## src/rtl/i2c_byte_writer.sv

```systemverilog
// i2c_byte_writer: master-side I2C byte transmit stage.
// Shifts NBITS of data out MSB-first on SDA/SCL, releases SDA for one extra
// clock and samples the slave ACK. Every SCL period is four i_tick phases
// (LOW, HIGH1, HIGH2, HOLD); SDA only changes on entry to LOW.
//
// Ports:
//   i_clk, i_rst_n  clock, async active-low reset
//   i_tick          quarter-SCL-period strobe
//   i_start, i_data transfer request and byte (captured in IDLE only)
//   i_sda           synchronised SDA line (ACK sampling)
//   o_sda, o_scl    bus drive values (o_sda=1 means released)
//   o_busy, o_done  transfer in flight / one-cycle completion pulse
//   o_ack_err       NACK seen on the ACK clock; held until the next start
module i2c_byte_writer #(
  parameter int NBITS = 8
) (
  input  logic             i_clk,
  input  logic             i_rst_n,
  input  logic             i_tick,
  input  logic             i_start,
  input  logic [NBITS-1:0] i_data,
  input  logic             i_sda,
  output logic             o_sda,
  output logic             o_scl,
  output logic             o_busy,
  output logic             o_done,
  output logic             o_ack_err
);

  localparam int CW = $clog2(NBITS + 1);

  localparam logic [2:0] S_IDLE  = 3'd0;
  localparam logic [2:0] S_LOW   = 3'd1;
  localparam logic [2:0] S_HIGH1 = 3'd2;
  localparam logic [2:0] S_HIGH2 = 3'd3;
  localparam logic [2:0] S_HOLD  = 3'd4;
  localparam logic [2:0] S_DONE  = 3'd5;

  logic [2:0]       state_q, state_d;
  logic [NBITS-1:0] shift_q, shift_d;
  logic [CW-1:0]    cnt_q, cnt_d;
  logic             ack_err_q, ack_err_d;
  logic             ack_bit;

  // Count reaches NBITS only for the 9th (ACK) clock.
  assign ack_bit = (cnt_q == CW'(NBITS));

  always_comb begin
    state_d   = state_q;
    shift_d   = shift_q;
    cnt_d     = cnt_q;
    ack_err_d = ack_err_q;
    case (state_q)
      S_IDLE: begin
        // A tick coinciding with the accepted start is deliberately ignored.
        if (i_start) begin
          shift_d   = i_data;
          cnt_d     = '0;
          ack_err_d = 1'b0;
          state_d   = S_LOW;
        end
      end
      S_LOW:   if (i_tick) state_d = S_HIGH1;
      S_HIGH1: if (i_tick) state_d = S_HIGH2;
      S_HIGH2: begin
        if (i_tick) begin
          // Sample late in the high phase so the slave has had a full half
          // period of SCL high to settle its ACK.
          if (ack_bit) ack_err_d = i_sda;
          state_d = S_HOLD;
        end
      end
      S_HOLD: begin
        if (i_tick) begin
          if (ack_bit) begin
            state_d = S_DONE;
          end else begin
            shift_d = {shift_q[NBITS-2:0], 1'b0};
            cnt_d   = cnt_q + 1'b1;
            state_d = S_LOW;
          end
        end
      end
      S_DONE:  state_d = S_IDLE;
      default: state_d = S_IDLE;
    endcase
  end

  always_ff @(posedge i_clk or negedge i_rst_n) begin
    if (!i_rst_n) begin
      state_q   <= S_IDLE;
      shift_q   <= '0;
      cnt_q     <= '0;
      ack_err_q <= 1'b0;
    end else begin
      state_q   <= state_d;
      shift_q   <= shift_d;
      cnt_q     <= cnt_d;
      ack_err_q <= ack_err_d;
    end
  end

  // Shift reg and count only move on the HOLD->LOW edge, so SDA is constant
  // for the whole LOW..HOLD window and never moves while SCL is high.
  always_comb begin
    o_scl = (state_q == S_HIGH1) || (state_q == S_HIGH2);
    case (state_q)
      S_LOW, S_HIGH1, S_HIGH2, S_HOLD: o_sda = ack_bit | shift_q[NBITS-1];
      default:                         o_sda = 1'b1;
    endcase
  end

  assign o_busy    = (state_q != S_IDLE);
  assign o_done    = (state_q == S_DONE);
  assign o_ack_err = ack_err_q;

endmodule

```

## config.mk

```make
export PLATFORM = sky130hd
export DESIGN_NAME = i2c_byte_writer
export DESIGN_NICKNAME = d
export VERILOG_FILES = /design/src/rtl/i2c_byte_writer.sv
export SDC_FILE = /design/constraint.sdc
export NUM_CORES = 1
export LEC_CHECK = 0
export CAP_MARGIN = 10
export CORE_MARGIN = 2
export CORE_UTILIZATION = 50
export DETAILED_ROUTE_END_ITERATION = 8
export GPL_TIMING_DRIVEN = 0
export PLACE_DENSITY = 0.88
export SLEW_MARGIN = 20
export SYNTH_ARGS = -nofsm -noshare
export SYNTH_HDL_FRONTEND = slang
export SYNTH_SLANG_ARGS = --single-unit
```

## constraint.sdc

```tcl
create_clock -name i_clk -period 4.06 [get_ports i_clk]
set_input_delay 0.609 -clock i_clk [delete_from_list [all_inputs] [get_ports i_clk]]
set_output_delay 0.609 -clock i_clk [all_outputs]
set_load 0.01 [all_outputs]
```

## Word level (Yosys, flattened, before mapping)

Cells that the tools add are included.
Widths: inputs -> output; s select.

| word-level totals | value |
|---|---|
| logic and storage cells | 48 |
| input bits | 13 |
| bits in registers | 16 |
| output and inout port bits | 5 |

| cells by class | value |
|---|---|
| muxes and demuxes | 20 |
| add/subtract/negate cells | 1 |
| equality and inequality tests | 13 |
| reduce and logical (&&, ||, !) cells | 9 |
| bitwise logic cells | 1 |

Operators by type and width:

| operator | count |
|---|---|
| $mux 8 | 3 |
| $mux 3 | 6 |
| $pmux 8 s2 | 1 |
| $pmux 3 s5 | 1 |
| $ne 2x2->1 const B | 7 |
| $mux 4 | 3 |
| $pmux 4 s2 | 1 |
| $reduce_and 4->1 | 2 |
| $eq 3x2->1 const B | 2 |
| $eq 3x3->1 const B | 2 |
| $reduce_and 5->1 | 1 |
| $add 4x1->4 const B | 1 |
| $eq 4x4->1 const B | 1 |
| $mux 1 | 4 |
| $reduce_bool 2->1 | 2 |
| $reduce_or 4->1 | 1 |
| $eq 3x1->1 const B | 1 |
| $logic_not 3->1 | 1 |
| $reduce_bool 3->1 | 1 |
| $pmux 1 s2 | 1 |
| $logic_or 1x1->1 | 1 |
| $or 1x1->1 | 1 |

## Longest topological paths before layout

| depth | value |
|---|---|
| depth in word-level cells | 4 |
| mapped depth | 6 |
| mapped depth without buffers | 5 |

## Least setup slack after synthesis

No wires, ideal clock.

| timing | value |
|---|---|
| path type | input to register |
| start | input i_tick |
| end | register shift_q[0] |
| stages on the path | 5 |
| library setup time | 125 ps |
| path slack | 2147 ps |
| path buffers | 2 |
| arrival | 1788 ps |
| required time | 3935 ps |
| cell sequence | buf_2 mux2i_1 a2111oi_2 buf_6 mux2_2 |

| between the ends | value |
|---|---|
| longest elaborated chain between the ends | 2 |

Ends and longest elaborated chain:

| what | line | RTL |
|---|---|---|
| from (decl) | 19 | `input logic i_tick,` |
| $ne 2x2->1 (no source line) | -- |  |
| $reduce_and 4->1 (no source line) | -- |  |
| to (signal assigned) | 97 | `shift_q <= shift_d;` |
| to (decl) | 40 | `logic [NBITS-1:0] shift_q, shift_d;` |

No other way between the ends.
A chain may end at the register's enable or synchronous reset.

## Worst setup path after layout

| timing | value |
|---|---|
| start | register state_q[2] |
| end | output o_sda |

| between the ends | value |
|---|---|
| longest elaborated chain between the ends | 3 |
| elaborated cells between the ends (all ways) | 6 |
| those cells by class | 4 x eq/ne; 1 x mux; 1 x reduce/logical |

Ends and longest elaborated chain:

| what | line | RTL |
|---|---|---|
| from (decl) | 39 | `logic [2:0] state_q, state_d;` |
| from (signal assigned) | 96 | `state_q <= state_d;` |
| $eq 3x2->1 (tied with other cells) | 107 | `case (state_q)` |
| $reduce_or 4->1 (*) | 107 |  |
| $mux 1 (*) | 107 |  |
| to (decl) | 23 | `output logic o_sda,` |

Mark *: on every way between the ends. The rest lies on a longest branch, timed or not.

==> reports/summary.txt <==
Outcome -> completed
Post-route design area -> 1150 um2
Worst R2R Start -> cnt_q[0]$_DFFE_PN0P_
Reg-to-reg endpoint -> shift_q[5]$_DFFE_PN0P_
Placed cells -> 127
Pin count of the biggest net entering global routing -> 17
Mapped Avg Cell Area -> 10.9 um2
Top-area cell type share of the netlist area -> 42.9%
Pre-antenna DRT Iters -> 4
Total grt overflow -> 0
Pwr Density -> 571 nW/um2
Commonest cells in the netlist -> dfrtp_1, mux2_2, inv_1
FF-to-FF path depth -> 6
Antenna cell count -> 0
Non-Filler Instances -> 130
Hpwl dp -> 1.27 mm
Hold Path Sink -> shift_q[4]$_DFFE_PN0P_
Layout cell share with drive strength beyond 1 -> 21.9%
Row count -> 15
Crit start category -> flip-flop
EDFF count, synth -> 0
Cts hold-fix bufs -> 0
Worst-Margin Slew -> 0.726 ns
Setup TNS -> 0 ns
Gate Count Post-Synth -> 86
Final #Nets -> 122
Final Cycle Share -> 64.4%
Vias in the first global route -> 629
CP Class -> flip-flop to primary output
Starting density of the core -> 53.5%
Required @ worst endpoint -> 3.45 ns
Crit-path cells -> clkbuf_1 > or3_1 > nand3_1 > clkdlybuf4s50_1
Placed inst area -> 1120 um2
Sink Count -> 16
Area contributors post-synth -> dfrtp_1, mux2_2, mux2i_1, nand3b_1, inv_1
CP peak stage delay -> 0.53 ns
Ys flop type -> dfrtp_1
Detailed router's first-iteration violation count -> 4
H-tree levels -> 1
Arrival time at the worst endpoint -> 2.00 ns
Synthesized area -> 933 um2
Clock Root Buffer -> clkbuf_4
CTS tree -> built
CP endpoint kind -> primary output
Post-DRT Antenna Nets -> 0
Worst-Skew Late Latency -> 0.28 ns
R2R setup slack -> 2.07 ns
Final slew viol count -> 0
Worst path slowest cell -> clkdlybuf4s50_1
Die X -> 47.2 um
Post-synth cell types -> 29
Worst Hold Class -> flip-flop to flip-flop
Maxcap violations -> 0
Hold Path Origin -> shift_q[4]$_DFFE_PN0P_
Register clock-pin slew on the reported worst setup and hold paths -> 0.09 ns
GRT Overall Usage -> 17.8%
Antenna violations before repair -> 0
Register bit count reported by yosys -> 16
Port Buf Inserts -> 16
Drc violations -> 0
WHS Path Cells -> 1
Post-DR wirelength/cell -> 13.0 um
Register area share after synthesis -> 42.9%
Synth warn -> 0
CTS max path bufs -> 2
Die ar. -> 2230 um2
Via count -> 710
VDD IR max -> 0.000396 V
Syn_nets -> 101
Asr flop ratio synth -> 100%
First-pass GRT wire length -> 2.74 mm
Area leader, netlist -> dfrtp_1
Lkg Pwr -> 0.470 nW
Slew HR -> 51.4%
Num CTS Buffers -> 3
Layout area overhead -> 22.9%
Worst Skew -> 0.000540 ns
Most frequent cell after synthesis -> dfrtp_1
Final Hold Violating Endpoints -> 0
Critical Path Fanout Max -> 10
F_max -> 0.383 GHz
Setup violators final -> 0
Die height -> 47.2 um
Tmin final -> 2.61 ns
Routability cong. -> 0.844
Core Area -> 1750 um2
Via/cell ratio -> 5.46
Post-CTS setup buffers -> 0
PostCTS Resize Cnt -> 0
Io pins -> 18
WL final -> 1.69 mm
RSZ-0062 raised after global routing -> no
==> cells in the final DEF (no fill, tap or decap), drive strengths merged, types with 2 or more instances in the layout <==
cell / count
buf: 3
o21ai: 4
mux2i: 4
ha: 2
nand4: 2
nand3: 2
nor2: 3
mux2: 15
inv: 7
clkdlybuf4s50: 16
dfrtp: 16
a2111oi: 2
nand3b: 4
nor2b: 3
nand2: 4
clkbuf: 6
==> final cells by class <==
class	count	area [um2]
well taps	25	31.3
clock buffers	3	22.5
fillers	154	598
repair buffers	16	160
inverters	7	26.3
multi-input cells	57	474
plain buffers	6	32.5
flip-flops and latches	16	400
==> stage by stage <==
step	power (mW)	utilization, %	setup WS [ns]	hold slack, ns
6_report	0.655	65.7	1.45	0.510
5_1_grt	0.705	65.7	1.36	0.527
4_1_cts	0.663	65.7	1.44	0.513
3_5_place_dp	0.582	64.4	1.69	0.492
3_3_place_gp	0.566	64.4	1.71	0.484
2_1_floorplan	0.471	-	2.15	0.313
==> power by group <==
part | switching (mW) | leakage [nW] | internal, mW
sequential | 0.0422 | 0.202 | 0.223
clock | 0.0462 | 0.0138 | 0.0344
combinational | 0.136 | 0.255 | 0.174
total | 0.224 | 0.470 | 0.431
==> per-layer routing <==
| layer | vias to the layer above | part of all wire, % | GRT usage [%] |
|---|---|---|---|
| met5 | - | 0 | 0 |
| met2 | 17 | 51 | 31.0 |
| li1 | 341 | - | - |
| met1 | 350 | 45 | 21.1 |
| met3 | 2 | 3.7 | 4.62 |
| met4 | 0 | 0.24 | 6.67 |
==> state kept, by name, summed over array words and instances (netlist names) <==
register and flops:
cnt_q 4, state_q 3, o_ack_err 1, shift_q 8
==> kinds of logic after synthesis <==
| kind of cell | Yosys count | share of synthesized area [%] |
|---|---|---|
| simple gates | 24 | 16.0 |
| mux | 19 | 22.4 |
| flops | 16 | 42.9 |
| buf+inv | 13 | 6.30 |
| compound gates | 11 | 8.85 |
| fa+ha+maj | 2 | 2.68 |
| xor+xnor | 1 | 0.939 |
==> critical path, delay by kind of cell, from the launching register on <==
kind,cells,cell delay [ns]
buffers and inverters,2,0.75
DFF,1,0.43
and+or+nand+nor,2,0.54
==> worst max path at each step <==
stage / slack [ns] / startpoint / depth (start not counted) / to
6_report: 1.45 / state_q[2]$_DFFE_PN0P_ / 4 / o_sda
5_1_grt: 1.36 / state_q[2]$_DFFE_PN0P_ / 4 / o_sda
4_1_cts: 1.44 / state_q[2]$_DFFE_PN0P_ / 4 / o_sda
3_5_place_dp: 1.69 / i_start / 5 / shift_q[5]$_DFFE_PN0P_
3_3_place_gp: 1.71 / i_start / 5 / shift_q[2]$_DFFE_PN0P_
2_1_floorplan: 2.15 / i_tick / 5 / shift_q[0]$_DFFE_PN0P_
(Power assumes the default switching activity.)
